<file path="src/rtl/bj_pkg.sv">
// Shared blackjack types and constants used by the dealer and the hand-scoring logic.
package bj_pkg;

  localparam int RANK_MIN    = 1;
  localparam int RANK_MAX    = 13;
  localparam int ACE_POINTS  = 11;
  localparam int FACE_POINTS = 10;

  typedef logic [3:0] rank_t;
  typedef logic [4:0] points_t;

  typedef enum logic [1:0] {
    IDLE,
    SAMPLE,
    SCAN
  } dealer_state_t;

endpackage

</file>
<file path="src/rtl/rank_to_points.sv">
// Combinational rank to blackjack points: ace counts 11, court cards 10, others face value.
module rank_to_points
  import bj_pkg::*;
(
  input  rank_t   rank,
  output points_t points,
  output logic    is_ace
);

  always_comb begin
    // NOTE: every output gets a default first so no path through the block can infer a latch.
    points = '0;
    is_ace = 1'b0;
    if (rank == rank_t'(RANK_MIN)) begin
      points = points_t'(ACE_POINTS);
      is_ace = 1'b1;
    end else if (rank >= rank_t'(FACE_POINTS) && rank <= rank_t'(RANK_MAX)) begin
      points = points_t'(FACE_POINTS);
    end else if (rank > rank_t'(RANK_MIN) && rank < rank_t'(FACE_POINTS)) begin
      points = {1'b0, rank};
    end
  end

endmodule

</file>
<file path="src/rtl/card_dealer.sv">
// Deals legal cards from a finite shoe using a random nibble stream, with a deterministic
// ascending scan once too many samples have been rejected.
module card_dealer
  import bj_pkg::*;
#(
  parameter int NUM_DECKS = 1,
  parameter int MAX_TRIES = 16
) (
  input  logic       clk,
  input  logic       rst,
  input  logic [3:0] rnd,
  input  logic       shuffle,
  input  logic       draw_req,
  output logic       busy,
  output logic       card_valid,
  output rank_t      card_rank,
  output points_t    card_points,
  output logic       card_is_ace,
  output logic       empty_err,
  output logic [8:0] cards_left
);

  localparam logic [5:0] RANK_FULL = 6'(4 * NUM_DECKS);
  localparam logic [8:0] SHOE_FULL = 9'(52 * NUM_DECKS);
  localparam logic [7:0] TRY_LIMIT = 8'(MAX_TRIES);

  dealer_state_t state, state_next;
  logic [5:0]    rank_cnt [RANK_MAX];
  logic [15:0]   avail;
  logic [7:0]    try_cnt;
  rank_t         scan_idx, cand, pick;
  logic          pending, deal, empty_hit;
  points_t       pick_points;
  logic          pick_ace;

  // avail is indexed directly by a raw nibble; 0, 14 and 15 are never available.
  always_comb begin
    avail = '0;
    for (int i = 0; i < RANK_MAX; i++) avail[i+1] = (rank_cnt[i] != '0);
  end

  assign cand = (state == SCAN) ? scan_idx : rnd;
  assign busy = (state != IDLE) || pending;

  always_ff @(posedge clk or posedge rst) begin
    // NOTE: sequential state uses non-blocking assignments so every flop samples pre-edge values.
    if (rst)          state <= IDLE;
    else if (shuffle) state <= IDLE;
    else              state <= state_next;
  end

  always_comb begin
    state_next = state;
    deal       = 1'b0;
    empty_hit  = 1'b0;
    unique case (state)
      IDLE: begin
        if (draw_req && !pending) begin
          if (cards_left != '0) state_next = SAMPLE;
          else                  empty_hit  = 1'b1;
        end
      end
      SAMPLE: begin
        // A spent try budget costs one cycle to hand over to the scan.
        if (try_cnt == TRY_LIMIT) begin
          state_next = SCAN;
        end else if (avail[cand]) begin
          deal       = 1'b1;
          state_next = IDLE;
        end
      end
      SCAN: begin
        if (avail[cand]) begin
          deal       = 1'b1;
          state_next = IDLE;
        end
      end
      default: state_next = IDLE;
    endcase
  end

  rank_to_points u_points (
    .rank   (pick),
    .points (pick_points),
    .is_ace (pick_ace)
  );

  always_ff @(posedge clk or posedge rst) begin
    if (rst) begin
      // NOTE: the rank counters are a handful of flops, not a RAM, so resetting them is cheap and required.
      for (int i = 0; i < RANK_MAX; i++) rank_cnt[i] <= RANK_FULL;
      cards_left  <= SHOE_FULL;
      try_cnt     <= '0;
      scan_idx    <= rank_t'(RANK_MIN);
      pick        <= '0;
      pending     <= 1'b0;
      card_valid  <= 1'b0;
      card_rank   <= '0;
      card_points <= '0;
      card_is_ace <= 1'b0;
      empty_err   <= 1'b0;
    end else begin
      card_valid <= 1'b0;
      empty_err  <= 1'b0;
      pending    <= 1'b0;
      if (shuffle) begin
        for (int i = 0; i < RANK_MAX; i++) rank_cnt[i] <= RANK_FULL;
        cards_left <= SHOE_FULL;
      end else begin
        if (deal) begin
          for (int i = 0; i < RANK_MAX; i++)
            if (cand == rank_t'(i + 1)) rank_cnt[i] <= rank_cnt[i] - 6'd1;
          cards_left <= cards_left - 9'd1;
          pick       <= cand;
        end
        pending   <= deal;
        empty_err <= empty_hit;
        // The card is presented one cycle after the shoe is updated.
        if (pending) begin
          card_valid  <= 1'b1;
          card_rank   <= pick;
          card_points <= pick_points;
          card_is_ace <= pick_ace;
        end
      end
      if (state != SAMPLE)                    try_cnt <= '0;
      else if (!deal && try_cnt != TRY_LIMIT) try_cnt <= try_cnt + 8'd1;
      if (state != SCAN) scan_idx <= rank_t'(RANK_MIN);
      else               scan_idx <= scan_idx + rank_t'(1);
    end
  end

endmodule

</file>
<file path="config.mk">
export PLATFORM = sky130hd
export DESIGN_NAME = card_dealer
export DESIGN_NICKNAME = d
export VERILOG_FILES = /design/src/rtl/bj_pkg.sv /design/src/rtl/rank_to_points.sv /design/src/rtl/card_dealer.sv
export SDC_FILE = /design/constraint.sdc
export NUM_CORES = 1
export LEC_CHECK = 0
export BUFFER_PORTS_ARGS = -buffer_cell sky130_fd_sc_hd__buf_2
export CAP_MARGIN = 40
export CORE_MARGIN = 2
export CORE_UTILIZATION = 45
export CTS_BUF_LIST = sky130_fd_sc_hd__clkbuf_8
export DETAILED_ROUTE_END_ITERATION = 16
export PLACE_DENSITY = 0.63
export SLEW_MARGIN = 20
export SYNTH_ARGS = -nofsm -noshare
export SYNTH_HDL_FRONTEND = slang
export SYNTH_SLANG_ARGS = --single-unit
export TNS_END_PERCENT = 1
</file>
<file path="constraint.sdc">
create_clock -name clk -period 7.4 [get_ports clk]
set_input_delay 0.37 -clock clk [delete_from_list [all_inputs] [get_ports clk]]
set_output_delay 0.37 -clock clk [all_outputs]
set_load 0.05 [all_outputs]
</file>
-- Word-level counts from Yosys, hierarchy flattened
Index checks and enable logic that the tools add are counted.
Widths: inputs -> output; s select.
- add/sub/neg operators: 16
- magnitude comparators: 5
- equality and inequality tests: 22
- multiplexer cells: 43
- bitwise operators: 1
- reduce and logical (&&, ||, !) cells: 54
- operators with widths (cell ; number):
    $mux 78 ; 2
    $mux 6 ; 13
    $reduce_bool 6->1 ; 13
    $sub 6x1->6 const B ; 13
    $reduce_and 2->1 ; 16
    $reduce_bool 2->1 ; 16
    $eq 4x4->1 const B ; 6
    $mux 9 ; 2
    $eq 4x3->1 const B ; 4
    $mux 8 ; 2
    $mux 4 ; 3
    $mux 1 ; 11
    $mux 2 ; 5
    $mux 5 ; 2
    $reduce_bool 9->1 ; 1
    $sub 9x1->9 const B ; 1
    $add 8x1->8 const B ; 1
    $eq 4x1->1 const B ; 2
    $eq 4x2->1 const B ; 2
    $eq 8x5->1 const B ; 1
    $ne 8x5->1 const B ; 1
    $ne 3x3->1 const B ; 2
    $pmux 2 s3 ; 1
    $lt 4x5->1 const B ; 1
    other kinds (16) ; 20
- bits in registers: 118
- input bits: 8
- output and inout port bits: 22
- word-level logic and storage cells: 165

-- Longest topological paths before layout
- word-level depth: 11
- depth in mapped cells: 13
- mapped depth without buffers: 9

-- Cells and area by module
From an unflattened synthesis, not the netlist that was laid out.
- cells, all modules: 716
- area total of the unflattened synthesis: 6781.5 µm²
- by module, submodules not included (module ; times used ; cells an instance ; area an instance (µm²) ; sequential area each (µm²)):
    card_dealer ; 1 ; 701 ; 6706.4 ; 2974.1
    rank_to_points ; 1 ; 15 ; 75.1 ; 0.0

-- Least setup slack after synthesis
OpenSTA, ideal clock, no wires.
- kind: flip-flop to flip-flop
- from: reg state[0]
- to: reg rank_cnt[10] in the netlist's numbering
- setup time: 0.127 ns
- arrival time: 2.681 ns
- required time: 7.273 ns
- slack: 4.592 ns
- stages on the path, launching flop included: 11
- path buffers: 1
- clock period less this slack: 2.808 ns
- path through: dfrtp_1 > inv_1 > ha_1 > buf_6 > and3b_4 > or2_4 > a41oi_2 > a21oi_4 > a211oi_1 > and3_1 > mux2_1
- word-level cells in the longest chain between the ends: 9
- elaborated cells on any way between the ends: 12
- those cells by class: eq/ne: 3; mux: 6; reduce/logical: 3
- RTL lines (element ; line ; source):
    from (decl) ; card_dealer.sv:27 ; dealer_state_t state, state_next;
    from (signal assigned) ; card_dealer.sv:49 ; else state <= state_next;
    $eq 2x2->1 ; card_dealer.sv:42, card_dealer.sv:56 ;
    $mux 4 ; card_dealer.sv:42 ; assign cand = (state == SCAN) ? scan_idx : rnd;
    $bmux 1 s4 ; card_dealer.sv:67, card_dealer.sv:73 ;
    $mux 1 (not written as such) ; card_dealer.sv:67, card_dealer.sv:73 ;
    $mux 1 ; card_dealer.sv:67, card_dealer.sv:73 ;
    $mux 1 ; card_dealer.sv:65 ; if (try_cnt == TRY_LIMIT) begin
    $pmux 1 s2 ; card_dealer.sv:56 ; unique case (state)
    $reduce_bool 2->1 (no line) ; -- ;
    $reduce_and 2->1 (no line) * ; -- ;
    to (signal, indexed assignment) ; card_dealer.sv:112 ; if (cand == rank_t'(i + 1)) rank_cnt[i] <= rank_cnt[i] - 6'd1;
    to (decl) ; card_dealer.sv:28 ; logic [5:0] rank_cnt [RANK_MAX];
Every way passes the cells marked *; elsewhere a longest branch is shown, timed or not. The select of a mux whose other input is x is not followed.
A chain may end at the register's enable or synchronous reset.

-- Worst setup path in the final report
- from: reg state[0]
- to: reg pick[1]
- word-level cells in the longest chain between the ends: 8
- elaborated cells on any way between the ends: 9
- those cells by class: eq/ne: 2; mux: 6; reduce/logical: 1
- RTL lines (element ; line ; source):
    $eq 2x2->1 ; card_dealer.sv:42, card_dealer.sv:56 ;
    $mux 4 ; card_dealer.sv:42 ;
    $bmux 1 s4 ; card_dealer.sv:67, card_dealer.sv:73 ;
    $mux 1 (not written as such) ; card_dealer.sv:67, card_dealer.sv:73 ;
    $mux 1 ; card_dealer.sv:67, card_dealer.sv:73 ;
    $mux 1 ; card_dealer.sv:65 ;
    $pmux 1 s2 ; card_dealer.sv:56 ;
    $reduce_and 2->1 (no line) ; -- ;
    to (signal assigned) ; card_dealer.sv:114 ; pick <= cand;
    to (decl) ; card_dealer.sv:31 ; rank_t scan_idx, cand, pick;
Several ways; a longest one is shown, not always the timed one. The select of a mux whose other input is x is not followed.

==> results.md <==
* Top cells by area, synth: dfrtp_1, dfstp_2, ha_1, nor2_1, mux2_2
* EDFF count, synth at 0
* Minimum clock period at roughly 3.8 ns
* Share of layout cells above drive strength 1 at 0.182
* Critical Path AT at 4.15 ns
* Postcts setup bufs at 0
* Nets at around 800
* Commonest non-fill, non-tap cell in the layout: dfrtp_1
* Max Slew Vio Count at 0
* Clock transition at path regs at 0.07 ns
* Vias at 5,513
* Period utilization at 0.516
* DRC viols at 0
* Synth cell types at 73
* Crit. End Element: register
* Final Setup Violations at 0
* Vias per cell at about 5.8
* TritonRoute pass-1 iters at 4
* Area delta synth->final at 9.90%
* Antenna-violating nets left at 0
* Post-CTS resize count at 0
* Most frequent cells in the layout: dfrtp_1, nor2_1, inv_1
* P_leak at 0.00321 uW
* DRT iter0 DRCs at 316
* Critical Path RT at 7.73 ns
* Skew-Pair Late Insertion Delay at 0.45 ns
* Routability cong. at 0.838
* Largest net degree at the start of global routing at 70
* Drt total wl at 15,100 um
* Clock buffer depth at 2
* Fmax at 0.262 GHz
* Placed Area at 7220 um2
* Num CTS Buffers at 17
* Cell area after layout at 7650 um2
* CTS tree: yes
* Height of the chip at 128 um
* Predominant post-synthesis flop cell: dfrtp_1
* Synthesized Nets at 779
* WL/cell at roughly 16 um
* Setup CP Type: reg2reg
* Crit path max fanout at 40
* Mean post-synth cell area at 9.45 um2
* Max cap viols at 0
* Ant diodes at 0
* Hold-fix buffers at CTS at 0
* Outcome: complete, no violations
* Area leader, netlist: dfrtp_1
* Rel. slew slack at 0.457
* Final HPWL from detailed placement at 10,300 um
* Count of final hold-check violations at 0
* Vias in the first global route at 5,150
* Clk_skew at ~0.010 ns
* Post-synth top area share at 0.359
* Power Dens Cells at between 200 and 250 nW/um2
* GRT overflow at 0
* Sequential fraction of the synthesis area at 0.423
* Worst Max-Slew Pin Slew at 0.814 ns
* Synth warn at 0
* H-tree depth at 4
* Post-synth ARST share at 1.00
* Number of core rows at 45
* Core box area at 15,100 um2
* VDD IR max at 0.000132 V
* First-pass GRT wire length at around 25,000 um
* Clk sinks at around 120
* Initial antenna violation count at 0
* RSZ-0062 raised after global routing: no
* Reg2reg path depth at 9
* Setup TNS at 0 ns
* Netlist Area Pre-Place at roughly 7000 um2
* Gr usage total at 0.192
* Die ar. at between 15,000 and 20,000 um2
* Port bufs at 28
* CTS root buf: clkbuf_8
* Number of synthesized register bits at 117
* Die W at 128 um
* Synth Instances at 737
* Worst setup SP type: register
* IO Pins at 30
* Worst min path class: in2async
* Initial Util at 0.460
kinds of logic (layout without fill, tap and decap cells):
family                   Yosys count  in the layout  synth area share
AO/OA/AOI/OAI                    154            154             0.162
XOR/XNOR                          10             10            0.0126
flip-flops                       117            117             0.423
multiplexers                      36             36            0.0579
buffers and inverters             85            117            0.0521
AND/OR/NAND/NOR                  300            300             0.231
other                              1              1          0.000538
adder cells (fa/ha/maj)           34             34            0.0611
where the power goes:
part / switching [uW] / internal, uW / leakage (uW) / total (uW)
registers: 34.8 / 681 / 0.00156 / 715
clock network: 259 / 329 / 0.000207 / 588
logic: 210 / 82.8 / 0.00144 / 293
layer usage:
metal  up-vias  global-route usage  part of all wire
li1       2677                   -                 -
met1      2694               0.250              0.46
met2       115               0.306              0.48
met3        27              0.0449             0.036
met4         0              0.0886             0.024
met5         -                   0                 0
through the flow:
step	util	total power [uW]	setup slack (ns)	instances	hold slack (ns)
finish	0.505	1600	3.58	957	0.0394
global route	0.505	1670	3.29	957	0.0728
CTS	0.503	1610	3.59	955	0.0511
detailed placement	0.477	1020	3.60	923	0.469
global placement	0.475	1010	3.38	922	0.461
floorplan	-	950	3.96	737	0.482
cell type report:
type / count / area [um2]
fill: 1360 / 7490
multi-input combinational: 535 / 3650
sequential: 117 / 2950
clock buffer: 21 / 289
tap: 188 / 235
timing repair buffer: 34 / 225
inverter: 51 / 194
clock inverter: 11 / 109
critical path: stages, from the launching register on:
cell and delay, ns:
dfrtp_1 0.43, inv_1 0.10, ha_1 0.66, nand3_1 0.18, and2_1 0.25, o311a_1 0.41, a21oi_4 0.35, a21o_2 0.74
nor2_1 0.24, mux2_2 0.33
Yosys cell counts (6+ instances only):
library cell  number
a211oi_1          13
a21o_1             8
a21oi_1           37
a311oi_1           9
a31o_2            11
buf_2              8
clkbuf_1          21
dfrtp_1          100
dfstp_2           17
ha_1              34
inv_1             51
mux2_1             8
mux2_2            26
nand2_1           36
nand2b_1           9
nand3_1           18
nand3b_1           9
nand4_1           21
nand4b_1           6
nor2_1            96
nor2b_1           30
nor3_1            17
o21ai_0           25
o31ai_1            7
or3_1             16
or4_1              7
xnor2_1            9
registers in the layout (all words and copies together) (netlist names):
name         flops
rank_cnt        78
cards_left       9
try_cnt          8
card_points      4
card_rank        4
pick             4
scan_idx         4
state            2
card_is_ace      1
card_valid       1
empty_err        1
pending          1
final timing paths:
check,start,end,slack [ns]
setup / recovery,state[0]$_DFFE_PP0P_,pick[1]$_DFFE_PP0P_,3.58
hold / removal,rst,rank_cnt[28]$_DFFE_PP0P_,0.04
setup reg to reg,state[0]$_DFFE_PP0P_,pick[1]$_DFFE_PP0P_,3.58
hold reg to reg,card_points[0]$_DFFE_PP0P_,card_points[0]$_DFFE_PP0P_,0.48
max in group asynchronous,rst,rank_cnt[44]$_DFFE_PP1P_,6.35
min in group clk,draw_req,empty_err$_DFF_PP0_,0.29
Note: power is estimated with default switching activity, not from simulation.
